## src/rtl/ander_stream.sv

```systemverilog
// Framed bitwise-AND accumulator with valid/ready on both sides and registered outputs.
// Define ANDER_CNT_EN to add the saturating beat counter and the out_cnt port.
module ander_stream #(
  parameter int WIDTH = 8,
  parameter int CNT_W = 8
) (
  input  logic             clk,
  input  logic             rst,
  input  logic             in_valid,
  output logic             in_ready,
  input  logic [WIDTH-1:0] in_data,
  input  logic             in_last,
  output logic             out_valid,
  input  logic             out_ready,
  output logic [WIDTH-1:0] out_data,
  output logic             out_all
`ifdef ANDER_CNT_EN
  , output logic [CNT_W-1:0] out_cnt
`endif
);

  if (WIDTH < 1 || CNT_W < 1) begin : g_bad_param
    $error("ander_stream: WIDTH and CNT_W must be at least 1");
  end

  typedef enum logic [1:0] {IDLE, ACC, HOLD} state_t;

  state_t           state_q, state_d;
  logic [WIDTH-1:0] acc_q, acc_d;
  logic [WIDTH-1:0] out_data_q, out_data_d;
  logic             out_all_q, out_all_d;
  logic             in_ready_q, in_ready_d;
  logic             out_valid_q, out_valid_d;
  logic [WIDTH-1:0] acc_new;
  logic             accept;
  logic             take;
`ifdef ANDER_CNT_EN
  logic [CNT_W-1:0] cnt_q, cnt_d;
  logic [CNT_W-1:0] out_cnt_q, out_cnt_d;
  logic [CNT_W-1:0] cnt_new;
`endif

  assign accept = in_valid & in_ready_q;
  assign take   = out_valid_q & out_ready;

  // The first beat of a frame seeds the accumulator instead of ANDing into it.
  assign acc_new = (state_q == IDLE) ? in_data : (acc_q & in_data);
`ifdef ANDER_CNT_EN
  assign cnt_new = (state_q == IDLE) ? CNT_W'(1)
                 : ((&cnt_q) ? cnt_q : cnt_q + 1'b1);
`endif

  always_comb begin
    state_d     = state_q;
    acc_d       = acc_q;
    out_data_d  = out_data_q;
    out_all_d   = out_all_q;
    in_ready_d  = in_ready_q;
    out_valid_d = out_valid_q;
`ifdef ANDER_CNT_EN
    cnt_d       = cnt_q;
    out_cnt_d   = out_cnt_q;
`endif
    case (state_q)
      IDLE, ACC: begin
        if (accept) begin
          acc_d = acc_new;
`ifdef ANDER_CNT_EN
          cnt_d = cnt_new;
`endif
          if (in_last) begin
            state_d     = HOLD;
            out_data_d  = acc_new;
            out_all_d   = &acc_new;
            in_ready_d  = 1'b0;
            out_valid_d = 1'b1;
`ifdef ANDER_CNT_EN
            out_cnt_d   = cnt_new;
`endif
          end else begin
            state_d = ACC;
          end
        end
      end
      HOLD: begin
        if (take) begin
          state_d     = IDLE;
          in_ready_d  = 1'b1;
          out_valid_d = 1'b0;
        end
      end
      default: begin
        state_d     = IDLE;
        in_ready_d  = 1'b1;
        out_valid_d = 1'b0;
      end
    endcase
  end

  always_ff @(posedge clk) begin
    if (rst) begin
      state_q     <= IDLE;
      acc_q       <= '1;
      out_data_q  <= '0;
      out_all_q   <= 1'b0;
      in_ready_q  <= 1'b1;
      out_valid_q <= 1'b0;
`ifdef ANDER_CNT_EN
      cnt_q       <= '0;
      out_cnt_q   <= '0;
`endif
    end else begin
      state_q     <= state_d;
      acc_q       <= acc_d;
      out_data_q  <= out_data_d;
      out_all_q   <= out_all_d;
      in_ready_q  <= in_ready_d;
      out_valid_q <= out_valid_d;
`ifdef ANDER_CNT_EN
      cnt_q       <= cnt_d;
      out_cnt_q   <= out_cnt_d;
`endif
    end
  end

  assign in_ready  = in_ready_q;
  assign out_valid = out_valid_q;
  assign out_data  = out_data_q;
  assign out_all   = out_all_q;
`ifdef ANDER_CNT_EN
  assign out_cnt   = out_cnt_q;
`endif

endmodule

```

## config.mk

```make
export PLATFORM = sky130hd
export DESIGN_NAME = ander_stream
export DESIGN_NICKNAME = d
export VERILOG_FILES = /design/src/rtl/ander_stream.sv
export SDC_FILE = /design/constraint.sdc
export NUM_CORES = 1
export LEC_CHECK = 0
export CORE_UTILIZATION = 40
export CTS_BUF_LIST = sky130_fd_sc_hd__clkbuf_2 sky130_fd_sc_hd__clkbuf_4 sky130_fd_sc_hd__clkbuf_8
export DETAILED_ROUTE_END_ITERATION = 7
export DONT_BUFFER_PORTS = 1
export GPL_TIMING_DRIVEN = 1
export PLACE_DENSITY_LB_ADDON = 0.3
export SLEW_MARGIN = 0
export SYNTH_ARGS = -nofsm -noshare
export SYNTH_HDL_FRONTEND = slang
export SYNTH_SLANG_ARGS = --single-unit
export TNS_END_PERCENT = 30
```

## constraint.sdc

```tcl
create_clock -name clk -period 1.4 [get_ports clk]
set_input_delay 0.21 -clock clk [delete_from_list [all_inputs] [get_ports clk]]
set_output_delay 0.21 -clock clk [all_outputs]
set_load 0.1 [all_outputs]
```

[Word-level counts from Yosys, hierarchy flattened]
Index checks and enable logic that the tools add are counted.
Word-level totals
  output and inout port bits: 11
  input bits: 13
  word-level logic and storage cells: 34
  register bits after elaboration: 21
Cells by class
  multiplexer cells: 13
  reduce and logical (&&, ||, !) cells: 7
  bitwise gates (word level): 3
  equality and inequality tests: 5
Operators by type and width (count)
  $and 8x8->8: 1
  $mux 8: 1
  $reduce_and 8->1: 1
  $mux 1: 6
  $mux 2: 3
  $ne 2x2->1 const B: 3
  $reduce_and 3->1: 2
  $pmux 1 s2: 2
  $pmux 2 s2: 1
  $reduce_and 2->1: 2
  $and 1x1->1: 2
  $eq 2x1->1 const B: 1
  $eq 2x2->1 const B: 1
  $logic_not 2->1: 1
  $reduce_or 2->1: 1

[Depth between registers and ports, before layout]
  depth after elaboration: 4
  gate-level depth with buffers: 5
  mapped depth without buffers: 3

[Worst setup path after synthesis]
OpenSTA, ideal clock, no wires.
  path type: register to register
  start: register in_ready_q, in the netlist in_ready
  end: register acc_q[0]
  library setup time: 118 ps
  data arrival time: 1650 ps
  clock period less this slack: 1768 ps
  path buffers: 0
  slack: -368 ps
  cell stages (with the launch flop): 4
  data required time: 1282 ps
  path through: dfxtp_1 > nand3b_1 > o22ai_1 > nand2b_1
Between the ends
  longest elaborated chain between the ends: 2
RTL lines
  start: declaration: line 32  | logic in_ready_q, in_ready_d;
  start signal: assignment: line 117  | in_ready_q <= in_ready_d;
  $and 1x1->1: line 43  | assign accept = in_valid & in_ready_q;
  $reduce_and 2->1 (no line)
  end signal: assignment: line 103  | acc_q <= '1;
  end signal: assignment: line 114  | acc_q <= acc_d;
  end: declaration: line 29  | logic [WIDTH-1:0] acc_q, acc_d;
Every way passes these cells.
A chain may end at the register's enable or synchronous reset.

[Worst setup path after layout]
  start: register state_q[1]
  end: register out_data_q[5], in the netlist out_data[5]
Between the ends
  longest elaborated chain between the ends: 3
  elaborated cells on any way between the ends: 5
  classes of those cells: 1 x eq/ne; 1 x mux; 3 x reduce/logical
RTL lines
  start: declaration: line 28  | state_t state_q, state_d;
  start signal: assignment: line 113  | state_q <= state_d;
  $eq 2x1->1 / $logic_not 2->1 (equally long branches): line 64, 47
  $reduce_or 2->1: line 64  | case (state_q)
  $reduce_and 3->1 (no line)
  end signal: assignment: line 115  | out_data_q <= out_data_d;
  end: declaration: line 30  | logic [WIDTH-1:0] out_data_q, out_data_d;
Parallel ways exist; a longest one is shown, timed or not.

==> summary.txt <==
Status
  – Result of the run: finished, final reports clean

Timing
  – Final period utilization: 0.913
  – Max Slew Vio Count: 0
  – Fin. Hold Viols: 0
  – Worst Skew: 0.0153 ns
  – Worst slew margin: 0.650
  – Worst Tran Pin Value: 0.523 ns
  – Post-route setup slack: 0.122 ns
  – Hold WS: 0.0190 ns
  – Final critical-path required period: 1.28 ns
  – Fmax: ~780 MHz
  – Setup violators final: 0
  – RSZ-0062 raised after global routing: false

Setup path
  – CP bufs+invs: 0
  – Worst path cell trace: and4b_1 -> o211ai_1 -> a21oi_1
  – Worst path slowest cell: and4b_1
  – Maximum fanout along the worst path: 11
  – CP top delay family: simple AND/OR/NAND/NOR gates
  – Worst EP arrival: roughly 1.5 ns
  – Crit-path max cell delay: 0.50 ns
  – Endpoint class of the critical path: flop
  – Req. time, crit path: roughly 1.7 ns
  – CP Launch Type: flop
  – Crit path kind: reg2reg

Clock tree
  – CTS clk-pin slew, worst paths: 0.13 ns
  – CTS tree: done
  – Root buffer cell: clkbuf_4
  – Clock sinks: 21
  – Clk_lat worst skew: 0.31 ns
  – Post_cts resized: 0
  – CTS Buffer Depth: 2
  – CTS buffer count: 3
  – Post-CTS Setup Bufs: 0
  – Htree depth: 1

Floorplan
  – Die H: between 40 and 50 um
  – # rows: 16
  – Starting Density: 0.429
  – Area of the core: 0.00198 sq mm
  – Die width: ~48 um
  – Die footprint: 0.00231 sq mm
  – IO Count: 24

Logic synthesis
  – Top cell type's share of synthesized area: 0.495
  – Synth area leader: dfxtp_1
  – Mapped Cells: 90
  – Mapped Area: 850 sq um
  – Synthesized area per cell: 9.44 sq um
  – Synth area leaders: dfxtp_1 49%, a21oi_1 7.1%, o211ai_1 7.1%
  – Distinct cells, synth: 26
  – Register area share after synthesis: 0.495
  – Synth warn: 0
  – Register bit total from synthesis: 21
  – Syn Nets: 103

Flow run
  – Max-cap violations: 0

Cells and area
  – Finished Cell Area: just under 0.001 sq mm
  – Most frequent cells in the layout: 20 x dfxtp_1, 12 x a21oi_1, 12 x buf_4
  – Fraction of layout cells with a size suffix above 1: 0.194
  – Fin nets: 117
  – Synthesis-to-layout area growth: 16.5%
  – Commonest non-fill, non-tap cell in the layout: dfxtp_1
  – Finished Layout Cells: 130
  – Antenna Cells: 0

Detailed routing
  – DR vias/cell: 5.58
  – DRT iter0 DRCs: 16
  – Via count: 726
  – Remaining antenna violation count: 0
  – DR pass1 iterations: 4
  – DRC errors left: 0
  – Total wire length: ~1800 um
  – Wire per inst: ~14 um

Placement
  – Worst slack, placed: 0.132 ns
  – Final GP Congestion: between 0.7 and 0.8
  – Final HPWL DP: between 1000 and 1500 um
  – Port bufs: 0
  – Post-DP Area: 940 sq um
  – Placed Cells incl. Taps: 124

Global routing
  – GRT Util Overall: 0.174
  – Total grt overflow: 0
  – Vias in the first global route: ~630
  – Largest net degree at the start of global routing: 18
  – First-pass GRT wire length: about 2800 um
  – Initial antenna violation count: 0

Pwr
  – Cell Pwr Density: around 1300 mW/mm^2
  – VDD IR max: approximately 0.5 mV
  – P_leak: 0.357 nW
  – Pwr Total: 1.25 mW

Worst hold path
  – Worst Hold Class: in2reg
synthesized netlist by cell type:
library cell,instances
nor2_1,1
a21oi_1,12
nor2_2,1
o21bai_1,1
a31o_2,1
nor4_1,1
o22ai_1,9
nand3_1,1
nand2_1,8
inv_1,1
and4b_1,1
nor4bb_1,1
a21o_1,1
nand3b_1,1
clkbuf_1,2
nor3b_1,1
nor4b_1,1
nand4b_2,1
o211ai_1,8
buf_2,1
o21ai_0,1
and3_1,1
nand2b_1,8
nand4_1,3
buf_6,2
dfxtp_1,21
registers in the layout, indices dropped and copies added, names as in the netlist:
| signal | cells |
|---|---|
| out_data | 8 |
| in_ready | 1 |
| state_q | 2 |
| acc_q | 8 |
| out_valid | 1 |
| out_all | 1 |
logic make-up after synthesis:
family / Yosys count / share of synthesized area
compound gates: 33 / 0.242
buf+inv: 6 / 0.0456
flops: 21 / 0.495
simple gates: 30 / 0.218
worst paths after layout:
| kind | depth (start not counted) | to | from | slack [ns] |
|---|---|---|---|---|
| setup reg to reg | 3 | out_data[5] | state_q[1] | 0.12 |
| hold / removal | 1 | acc_q[0] | rst | 0.02 |
| hold reg to reg | 2 | out_data[5] | out_data[5] | 0.46 |
| setup / recovery | 3 | out_data[5] | state_q[1] | 0.12 |
repair_timing:
action	in CTS	in global routing
setup endpoints to repair	0	0
endpoints found under the hold margin	17	2
hold buffers	1	1
power breakdown:
group	internal (mW)	switching [mW]	total, mW
clock network	0.109	0.185	0.294
logic	0.0829	0.199	0.282
registers	0.637	0.0346	0.671
metal layers:
metal,up-vias,track usage,wire length [um]
met2,26,0.265,801
li1,364,-,-
met1,331,0.234,828
met5,-,0,0
met4,0,0.0667,34
met3,5,0.0491,115
per-stage QoR:
step | util | setup TNS [ns]
after global placement | 0.474 | 0
final | 0.499 | 0
after floorplan | - | -0.290
after detailed placement | 0.474 | 0
after global routing | 0.499 | 0
after CTS | 0.494 | 0
cell type report:
cell class / instances / area [sq um]
well taps: 27 / 33.8
inverters: 1 / 3.75
fillers: 188 / 992
repair buffers: 14 / 110
clock inverters: 1 / 7.51
multi-input cells: 63 / 390
flip-flops and latches: 21 / 422
clock buffers: 3 / 22.5
Note: power is estimated with default switching activity, not from simulation.
